### config.mk
export PLATFORM = sky130hd
export DESIGN_NAME = jcsa_serial_wide_adder
export DESIGN_NICKNAME = d
export VERILOG_FILES = /design/src/rtl/jcsa_serial_wide_adder.sv
export SDC_FILE = /design/constraint.sdc
export NUM_CORES = 1
export LEC_CHECK = 0
export BUFFER_PORTS_ARGS = -buffer_cell sky130_fd_sc_hd__buf_2
export CAP_MARGIN = 20
export CORE_MARGIN = 2
export CORE_UTILIZATION = 54
export CTS_CLUSTER_DIAMETER = 80
export DETAILED_ROUTE_END_ITERATION = 6
export HOLD_SLACK_MARGIN = 0.12
export PLACE_DENSITY = 0.88
export SYNTH_ARGS = -nofsm -noshare
export SYNTH_HDL_FRONTEND = slang
export SYNTH_SLANG_ARGS = --single-unit
### constraint.sdc
create_clock -name clk -period 5.9 [get_ports clk]
set_input_delay 0.885 -clock clk [delete_from_list [all_inputs] [get_ports clk]]
set_output_delay 0.885 -clock clk [all_outputs]
set_load 0.02 [all_outputs]
### src/rtl/jcsa_serial_wide_adder.sv
// Multi-cycle WIDTH-bit adder that streams one 8-bit slice per clock through a
// single 8-bit carry-skip adder, carrying between slices in a register.
// Optional feature macro: JCSA_SERIAL_SUB_EN adds a 'sub' input that turns the
// operation into A - B (B inverted, initial carry forced to 1).

module jcsa_serial_wide_adder #(
    parameter int unsigned WIDTH = 32
) (
    input  logic             clk,
    input  logic             rst_n,
    input  logic             in_valid,
    output logic             in_ready,
    input  logic [WIDTH-1:0] A,
    input  logic [WIDTH-1:0] B,
    input  logic             carryin,
`ifdef JCSA_SERIAL_SUB_EN
    input  logic             sub,
`endif
    output logic             out_valid,
    input  logic             out_ready,
    output logic [WIDTH-1:0] Y,
    output logic             carryout,
    output logic             overflow
);

    localparam int unsigned NSLICE = WIDTH / 8;
    localparam int unsigned IDX_W  = (NSLICE > 1) ? $clog2(NSLICE) : 1;

    typedef enum logic [1:0] {
        IDLE = 2'd0,
        RUN  = 2'd1,
        DONE = 2'd2
    } state_t;

    state_t           state;
    logic [WIDTH-1:0] a_r;
    logic [WIDTH-1:0] b_r;
    logic             carry_r;
    logic [IDX_W-1:0] idx;

    logic [IDX_W+2:0] bit_lo;
    logic [7:0]       slice_a;
    logic [7:0]       slice_b;
    logic [7:0]       slice_sum;
    logic             slice_co;
    logic             last_slice;
    logic [WIDTH-1:0] b_in;
    logic             carry_in0;

    // Operand preparation at accept: optional inversion for subtraction
`ifdef JCSA_SERIAL_SUB_EN
    assign b_in      = sub ? ~B : B;
    assign carry_in0 = sub ? 1'b1 : carryin;
`else
    assign b_in      = B;
    assign carry_in0 = carryin;
`endif

    // Select the current 8-bit slice of the latched operands
    assign bit_lo     = {idx, 3'b000};
    assign slice_a    = a_r[bit_lo +: 8];
    assign slice_b    = b_r[bit_lo +: 8];
    assign last_slice = (idx == IDX_W'(NSLICE - 1));

    jcarryskipadder u_adder (
        .A        (slice_a),
        .B        (slice_b),
        .carryin  (carry_r),
        .Y        (slice_sum),
        .carryout (slice_co)
    );

    // Control FSM, operand latches and result registers
    always_ff @(posedge clk or negedge rst_n) begin
        if (!rst_n) begin
            state     <= IDLE;
            in_ready  <= 1'b1;
            out_valid <= 1'b0;
            a_r       <= '0;
            b_r       <= '0;
            carry_r   <= 1'b0;
            idx       <= '0;
            Y         <= '0;
            carryout  <= 1'b0;
            overflow  <= 1'b0;
        end else begin
            case (state)
                IDLE: begin
                    if (in_valid) begin
                        a_r      <= A;
                        b_r      <= b_in;
                        carry_r  <= carry_in0;
                        idx      <= '0;
                        in_ready <= 1'b0;
                        state    <= RUN;
                    end
                end
                RUN: begin
                    Y[bit_lo +: 8] <= slice_sum;
                    carry_r        <= slice_co;
                    idx            <= idx + IDX_W'(1);
                    if (last_slice) begin
                        carryout  <= slice_co;
                        // Final MSB comes straight from this slice's sum
                        overflow  <= (a_r[WIDTH-1] == b_r[WIDTH-1]) &&
                                     (slice_sum[7] != a_r[WIDTH-1]);
                        out_valid <= 1'b1;
                        state     <= DONE;
                    end
                end
                DONE: begin
                    if (out_ready) begin
                        out_valid <= 1'b0;
                        in_ready  <= 1'b1;
                        state     <= IDLE;
                    end
                end
                default: begin
                    out_valid <= 1'b0;
                    in_ready  <= 1'b1;
                    state     <= IDLE;
                end
            endcase
        end
    end

endmodule

// 8-bit carry-skip adder: two 4-bit ripple blocks, each bypassed when every
// bit in the block propagates.
module jcarryskipadder (
    input  logic [7:0] A,
    input  logic [7:0] B,
    input  logic       carryin,
    output logic [7:0] Y,
    output logic       carryout
);

    logic [7:0] p;
    logic [7:0] g;

    assign p = A ^ B;
    assign g = A & B;

    // Ripple within each block; skip the block carry when it fully propagates
    always_comb begin
        logic c;
        logic rc;
        c  = carryin;
        rc = 1'b0;
        Y  = '0;
        for (int blk = 0; blk < 2; blk++) begin
            rc = c;
            for (int i = 0; i < 4; i++) begin
                Y[4*blk+i] = p[4*blk+i] ^ rc;
                rc         = g[4*blk+i] | (p[4*blk+i] & rc);
            end
            c = (&p[4*blk +: 4]) ? c : rc;
        end
        carryout = c;
    end

endmodule
* Word-level counts from Yosys, hierarchy flattened *
Cells that the tools add are included.
W data, S select, Z words.

word-level totals
  bits in registers = 105
  latch bits = 0
  RAM bits = 0
  ROM bits = 0
  input port bits = 69
  logic and storage cells = 80
  memories kept = 0

operators by class
  add/sub/neg operators = 2
  multiply operators = 0
  div/mod/pow operators = 0
  magnitude comparators = 0
  equal/unequal tests = 8
  shift-type cells = 4
  muxes and demuxes = 17
  bitwise logic cells = 28
  reduce and logical (&&, ||, !) cells = 11

operators by type and width
  operator                  count
  $shiftx A32 B6 Y8         2
  $bwmux W32                1
  $shift A8 B7 Y32 const A  1
  $shiftx A8 B7 Y32         1
  $reduce_and A3 Y1         3
  $and A1 B1 Y1             8
  $and A8 B8 Y8             1
  $mux W2                   4
  $or A1 B1 Y1              8
  $reduce_and A4 Y1         2
  $xor A1 B1 Y1             8
  $xor A8 B8 Y8             1
  $mux W1                   7
  $neg A5 Y7                1
  $ne A2 B2 Y1 const B      3
  $pmux W1 S3               2
  $pmux W2 S3               1
  $reduce_and A2 Y1         3
  $eq A2 B2 Y1 const B      2
  $pmux W2 S2               1
  $add A2 B1 Y2 const B     1
  $eq A2 B1 Y1 const B      1
  $logic_not A2 Y1          1
  $not A1 Y1                2
  5 further kinds           5

* Logic depth before layout (Yosys ltp) *
Gate-level depths: netlist (run 1).

  depth in word-level cells = 21
  depth in mapped cells = 18
  mapped depth without buffers = 16

* Cells and area by module *
From an unflattened synthesis (run 1), not the netlist that was laid out.

second synthesis, totals
  cells, all modules = 335
  area total of the unflattened synthesis = 4,953.5 um^2

modules (own cells, without submodules)
  module                  instances  cells an instance  area each (um^2)  seq. area each (um^2)
  jcsa_serial_wide_adder  1          305                4,620.7           2,628.8
  jcarryskipadder         1          30                 332.8             0.0

* Least setup slack after synthesis (run 1) *
Ideal clock, no wire load.

  path kind = register to register
  start point = register idx[0]
  end point = register overflow
  data arrival time = 4.643 ns
  data required time = 5.817 ns
  setup slack = 1.175 ns
  cell stages (with the launch flop) = 18
  period minus slack after synthesis = 4.725 ns
  cells stage by stage = dfrtp_1 -> buf_2 -> mux4_2 -> fa_1 -> inv_1 -> fa_1 -> fa_1 -> fa_1 -> and2_1 -> or2_2 -> fa_1 -> fa_1 -> fa_1 -> inv_1 -> fa_1 -> nor2_1 -> a21oi_1 -> o21ai_0

between the ends
  word-level cells in the longest chain between the ends = 20
  elaborated cells on any way between the ends = 25
  classes of those cells = eq/ne: 2; shift: 2; mux: 1; bitwise: 17; reduce/logical: 3

ends and longest elaborated chain
  what                                  line    source
  from (decl)                           39      logic [IDX_W-1:0] idx;
  from (signal assigned)                101     idx <= idx + IDX_W'(1);
  $shiftx A32 B6 Y8 (on tied branches)  61, 62
  $xor A8 B8 Y8                         142     assign p = A ^ B;
  $and A1 B1 Y1                         156     rc = g[4*blk+i] | (p[4*blk+i] & rc);
  $or A1 B1 Y1                          156
  $and A1 B1 Y1                         156
  $or A1 B1 Y1                          156
  $and A1 B1 Y1                         156
  $or A1 B1 Y1                          156
  (+4 left out)                         -
  $or A1 B1 Y1                          156
  $and A1 B1 Y1                         156
  $or A1 B1 Y1                          156
  $and A1 B1 Y1                         156
  $or A1 B1 Y1                          156
  $xor A1 B1 Y1                         155     Y[4*blk+i] = p[4*blk+i] ^ rc;
  $ne A1 B1 Y1                          106     (slice_sum[7] != a_r[WIDTH-1]);
  $logic_and A1 B1 Y1                   105     overflow <= (a_r[WIDTH-1] == b_r[WIDTH-1]) &&
  to (signal assigned)                  105
  to (decl)                             23      output logic overflow

Parallel ways exist; a longest one is shown, timed or not.
A chain may end at the register's enable or synchronous reset.

* Worst setup path in the final report (run 1) *
Same ends and word-level chain as after synthesis.

==> flow_summary.json, run 1 <==
{
  "final_area_sq_um": 5560,
  "mappedNetlistArea_sq_um": 4740,
  "cellLeakagePower_uw": 0.00265,
  "antenna_violations_before_repair": 0,
  "critPathLaunchType": "flip-flop",
  "synth-edff-count": 0,
  "layout.cells.most_common_list": "dfrtp_1, buf_2, mux2_2, nand2_1, o21ai_0",
  "critical_path.max_stage_delay_ns": 0.68,
  "report.final.setup_viol": 0,
  "antennaDiodeCount": 0,
  "ys_async_sr_fraction_pct": 100,
  "firstDrtPassIters": 5,
  "first_pass_grt_wire_length_mm": 16.4,
  "detail_route.drc_violations": 0,
  "fin_crit_sh_pct": 85.1,
  "cp_max_fo": 13,
  "fin_crit_ns": 5.02,
  "critical_path.cell_chain": "mux4_2 > fa_1 > inv_1 > fa_1 > fa_1 > fa_1 > and2_1 > or2_2 > fa_1 > fa_1 > fa_1 > inv_1 > fa_1 > nor2_1 > a21oi_1 > o21ai_0",
  "ctsResizeCount": 0,
  "vias_per_std_cell": 5.63,
  "cts.repair_timing.setup_buffer_count": 0,
  "drive_above_1_share_pct": 46.1,
  "final.setup.tns_ns": 0,
  "timing.slew.headroom_pct": 39.2,
  "buffer_ports.inserted": 104,
  "setup.worst_path.class": "reg -> reg",
  "synth.distinct_cells": 33,
  "predominant_post_synthesis_flop_cell": "dfrtp_1",
  "max_clock_freq_mhz": 199,
  "synth_area_per_cell_sq_um": 13.9,
  "critical-path-slowest-cell": "dfrtp_1",
  "worst-endpoint-required_ns": 6.19,
  "clkSlewWorstSetupHoldPaths_ns": 0.09,
  "synth.yosys.seq_area_share_pct": 55.5,
  "clock_power_share_pct": 11.1,
  "dr_total_vias": 3157,
  "cellInternalPower_uw": 2110,
  "max_cap_viol_count": 0,
  "holdCritPathClass": "in -> async",
  "die_outline_area_sq_um": 9540,
  "rows": 34,
  "globalRouteTotalUtil_pct": 22.1,
  "first_global_vias": 3267,
  "count_of_endpoints_failing_hold_in_the_final_timing_report": 0,
  "grt_max_degree": 75,
  "timing.critical_path.buf_inv": 2,
  "clk_latency_ns": 0.37,
  "layout.nets": 539,
  "power.ir.vdd_worst_v": 0.000347,
  "grt_remaining_overflow": 0,
  "unrepaired_setup_endpoints_after_global_routing": "false",
  "slew_viol_final": 0,
  "die_h_um": 97.7,
  "run_status": "complete, no violations",
  "ctsLongestPathBuffers": 2,
  "fin_skew_ns": 0.00802,
  "final_common_cell": "dfrtp_1",
  "avgRoutedWirePerCell_um": 17.5,
  "dp_hpwl_mm": 7.53,
  "swShare_pct": 42.3,
  "cts_hold_buffers": 0,
  "cts_tree": "done",
  "die_x_um": 97.7,
  "boundaryPins": 105,
  "coreArea_sq_um": 8640,
  "syn_inst": 340,
  "final_core_utilization_pct": 64.3,
  "finalWeightedCongestion": 0.855,
  "placement.cell_area_sq_um": 5370,
  "ctsHtreeMaxLevel": 3,
  "finalWirelength_mm": 9.85,
  "initial_core_util_pct": 54.9,
  "critical-path-top-delay-family": "adder cells",
  "seq_power_share_pct": 34.9,
  "pwr_density_cell_nw_per_um2": 660,
  "layout-area-overhead-vs-synth_pct": 17.2,
  "clock_sink_count": 105,
  "least_margin_pin_slew_ns": 0.912,
  "arrival_ns": 5.32,
  "cts_root_buffer": "clkbuf_8",
  "mappedNetlistNets": 431,
  "pwr-share-comb_pct": 54.0,
  "cp-end-kind": "flip-flop",
  "synth-seq-cells": 105,
  "cts_buffers": 9,
  "drtAntennaViolNets": 0,
  "yosys_warnings": 0,
  "timing.critical_path.mode_cell": "fa_1",
  "power_switching_uw": 1550,
  "dr.first_iter.drc_count": 127
}
-- per-stage QoR --
step           instances  setup slack (ns)  hold slack [ns]  total power [uW]
2_1_floorplan        340              1.17            0.452              2620
3_3_place_gp         544              1.10            0.456              3130
3_5_place_dp         544             0.903            0.465              3260
4_1_cts              560             0.882            0.429              3680
5_1_grt              561             0.570            0.433              3950
6_report             561             0.879            0.431              3660
-- power by group through the flow --
stage	registers [uW]	clock network, uW	logic (uW)
after floorplan	1320	0	1310
after global placement	1270	0	1860
after detailed placement	1300	0	1970
after CTS	1280	421	1980
after global routing	1320	454	2170
final	1280	407	1980
-- registers in the layout (all words and copies together), names as in the netlist --
name / count
overflow: 1
in_ready: 1
Y: 32
a_r: 32
carryout: 1
carry_r: 1
b_r: 32
state: 2
out_valid: 1
idx: 2
-- final timing paths --
check	start	depth (start not counted)	end	slack, ns
hold reg to reg	Y[1]$_DFFE_PN0P_	2	Y[1]$_DFFE_PN0P_	0.48
setup / recovery	idx[0]$_DFFE_PN0P_	16	overflow$_DFFE_PN0P_	0.88
hold / removal	rst_n	1	Y[9]$_DFFE_PN0P_	0.43
setup reg to reg	idx[0]$_DFFE_PN0P_	16	overflow$_DFFE_PN0P_	0.88
min in group clk	Y[1]$_DFFE_PN0P_	2	Y[1]$_DFFE_PN0P_	0.48
max in group asynchronous	rst_n	2	Y[2]$_DFFE_PN0P_	4.20
-- synthesized netlist by cell type, types with 3 or more instances --
master | count | share of area, %
dfrtp_1 | 104 | 55
buf_4 | 3 | 0.48
buf_2 | 9 | 0.95
a22o_1 | 6 | 1.1
mux2_2 | 63 | 15
inv_1 | 17 | 1.3
a21oi_1 | 3 | 0.32
mux4_2 | 16 | 7.6
o21ai_0 | 22 | 2.3
nand2_1 | 37 | 2.9
nor2_1 | 6 | 0.48
o21ai_1 | 6 | 0.63
ha_1 | 14 | 3.7
fa_1 | 8 | 3.4
-- cell families (layout without fill, tap and decap cells) --
kind of cell               after synthesis  in the layout  share of synthesized area (%)
DFF                                    105            105                           55.5
and+or+nand+nor                         58             58                           5.83
muxes                                   81             81                           23.0
buffers and inverters                   29            142                           2.77
AOI/OAI and AO/OA                       45             45                           5.81
adders and majority gates               22             22                           7.07
-- routing by layer --
layer  vias up  wire [um]  share of wire, %  track usage [%]
met3        16        622               6.3             6.55
met2       117       4920                50             36.0
met1      1602       4140                42             28.9
met4         0        165               1.7             6.84
met5         -          0                 0                0
li1       1422          -                 -                -
-- final cells by class --
class,instances,area (sq um)
Fill cell,654,3080
Sequential cell,105,2630
Multi-Input combinational cell,206,1990
Timing Repair Buffer,109,568
Tap cell,108,135
Clock buffer,10,128
Inverter,17,63.8
Clock inverter,6,47.5
No activity file was read; power rests on OpenSTA's default activity.
==> run 2, diff against run 1 <==
Settings changed: ABC_AREA set to 1, CAP_MARGIN 20 to not set, CORE_MARGIN 2 to not set, CORE_UTILIZATION 54 to 55.
==> run 2 against run 1 <==
Effect of this change:
- the flow now finishes with violations (design-rule violations)
- synthesized area is 6.6% higher
- critical path depth is 3 higher
- combinational power down 6%
- synthesized cell count grew 75%
- clock skew rose by 0.0050 ns
- first-iteration DRC count rose by 120%
- count of clock-buffer cells in the layout unchanged
- core utilization rose by 0.96 points
- sequential power about the same
- critical path type unchanged
- critical endpoint unchanged
- largest cell class unchanged
==> flow_summary.json, run 2 <==
{
  "least_margin_pin_slew_ns": 0.924,
  "first_global_vias": 4055,
  "avgRoutedWirePerCell_um": 14.2,
  "drive_above_1_share_pct": 19.7,
  "count_of_endpoints_failing_hold_in_the_final_timing_report": 0,
  "holdCritPathClass": "in -> async",
  "yosys_warnings": 0,
  "run_status": "finished, violations left",
  "initial_core_util_pct": 57.4,
  "vias_per_std_cell": 5.28,
  "syn_inst": 594,
  "final_core_utilization_pct": 65.3,
  "violations": "design-rule violations",
  "mappedNetlistArea_sq_um": 5050,
  "ys_async_sr_fraction_pct": 100,
  "cts_root_buffer": "clkbuf_8",
  "cts_tree": "done",
  "layout.cells.most_common_list": "nand2_1, dfrtp_1, buf_2, o21ai_0, inv_1",
  "first_pass_grt_wire_length_mm": 18.7,
  "sequential_cell_area_sq_um": 2630,
  "unrepaired_setup_endpoints_after_global_routing": "false",
  "finalWeightedCongestion": 0.923,
  "arrival_ns": 5.60,
  "synth.yosys.seq_area_share_pct": 52.0,
  "ctsHtreeMaxLevel": 3,
  "cp_max_fo": 38,
  "cts.repair_timing.setup_buffer_count": 0,
  "yosys.cell_count.top_type": "nand2_1",
  "max_clock_freq_mhz": 188,
  "cp-end-kind": "flip-flop",
  "worst-endpoint-required_ns": 6.17,
  "ctsResizeCount": 0,
  "fillerInstances": 716,
  "detail_route.drc_violations": 12,
  "fin_skew_ns": 0.0130,
  "ctsLongestPathBuffers": 2,
  "rows": 34,
  "timing.slew.headroom_pct": 38.3,
  "grt_max_degree": 69,
  "layoutNonFillerInstCount": 797,
  "report.final.setup_viol": 0,
  "cellLeakagePower_uw": 0.00316,
  "synth.largest_area_cell": "dfrtp_1",
  "clkSlewWorstSetupHoldPaths_ns": 0.10,
  "final_common_cell": "nand2_1",
  "boundaryPins": 105,
  "fin_crit_ns": 5.32,
  "layout-area-overhead-vs-synth_pct": 13.8,
  "dp_hpwl_mm": 8.29,
  "power.ir.vdd_worst_v": 0.000266,
  "critPathLaunchType": "flip-flop",
  "max_cap_viol_count": 0,
  "placed_cells": 781,
  "drtAntennaViolNets": 0,
  "dr_total_vias": 4210,
  "die_outline_area_sq_um": 9580,
  "firstDrtPassIters": 7,
  "multiInputGateArea_sq_um": 2100,
  "cts_buffers": 9,
  "cts_hold_buffers": 0,
  "antennaDiodeCount": 0,
  "dr.first_iter.drc_count": 276,
  "antenna_violations_before_repair": 0,
  "layout.nets": 775,
  "clk_latency_ns": 0.37,
  "finalWirelength_mm": 11.3,
  "netlist_top_cells_area": "dfrtp_1, nand2_1, o21ai_0, ha_1, fa_1",
  "predominant_post_synthesis_flop_cell": "dfrtp_1",
  "setup.reg_to_reg.worst_slack_ns": 0.58,
  "synth-seq-cells": 105,
  "final.setup.tns_ns": 0,
  "synth.distinct_cells": 28,
  "grt_remaining_overflow": 0,
  "synth_area_per_cell_sq_um": 8.51,
  "die_h_um": 97.9,
  "buffer_ports.inserted": 104,
  "mappedNetlistNets": 685,
  "layout_top_registers": "Y: 32 flops, a_r: 32 flops, b_r: 32 flops",
  "pwr_density_cell_nw_per_um2": 626,
  "globalRouteTotalUtil_pct": 24.4,
  "slew_viol_final": 0,
  "synth-edff-count": 0,
  "setup.worst_path.class": "reg -> reg",
  "synth_common_cells": "nand2_1, dfrtp_1, o21ai_0",
  "fin_crit_sh_pct": 90.2,
  "netlist.area_leader.share_pct": 51.5,
  "clock_sink_count": 105,
  "coreArea_sq_um": 8810,
  "die_x_um": 97.9
}
[run 2: logic make-up after synthesis]
| group | after synthesis | share of synthesized area [%] |
|---|---|---|
| DFF | 105 | 52.0 |
| AOI/OAI and AO/OA | 89 | 10.2 |
| and+or+nand+nor | 318 | 24.7 |
| buffers and inverters | 60 | 6.44 |
| adders and majority gates | 22 | 6.64 |
[run 2: final timing paths]
| kind | startpoint | to | cells past startpoint |
|---|---|---|---|
| max | idx[0]$_DFFE_PN0P_ | overflow$_DFFE_PN0P_ | 19 |
| min | rst_n | Y[11]$_DFFE_PN0P_ | 1 |
| max reg2reg | idx[0]$_DFFE_PN0P_ | overflow$_DFFE_PN0P_ | 19 |
| min reg2reg | carryout$_DFFE_PN0P_ | carryout$_DFFE_PN0P_ | 2 |
| max in group asynchronous | rst_n | b_r[28]$_DFFE_PN0P_ | 2 |
| min in group clk | carryout$_DFFE_PN0P_ | carryout$_DFFE_PN0P_ | 2 |
[run 2: worst max-delay path, cell delays in order (launching register included)]
cell and delay (ns):
dfrtp_1 0.69, inv_4 0.43, o21ai_0 0.13, o22ai_1 0.25, fa_1 0.22, inv_1 0.05, fa_1 0.37, fa_1 0.39
fa_1 0.37, o21bai_1 0.17, and2_1 0.15, fa_1 0.38, fa_1 0.39, fa_1 0.37, inv_1 0.08, fa_1 0.48
nand2_1 0.09, o21ai_0 0.08, nand2_1 0.06, nand2_1 0.05
[run 2: power by group]
part | internal [uW] | total, uW | switching (uW)
combinational | 644 | 1870 | 1230
clock | 213 | 468 | 255
sequential | 1030 | 1260 | 231
[run 2: stage by stage]
step / setup WS [ns] / instance area, sq um / hold WS (ns) / power, uW
floorplan: 1.14 / 5050 / 0.444 / 2620
global placement: 0.746 / 5540 / 0.452 / 3050
detailed placement: 0.650 / 5540 / 0.464 / 3130
CTS: 0.644 / 5750 / 0.489 / 3600
global route: 0.287 / 5750 / 0.508 / 3910
finish: 0.579 / 5750 / 0.488 / 3600
[run 2: layout make-up]
class	instances	share of cell area (%)
sequential	105	45.7
timing repair buffer	109	9.75
multi-input combinational	429	36.5
inverter	30	2.02
clock buffer	10	2.39
clock inverter	6	1.26
tap	108	2.35
[run 2: layer usage]
layer	GRT usage [%]	share of wire, %
met5	0	0
met4	7.11	1.7
met3	4.72	5.1
met2	40.2	48
met1	33.1	45
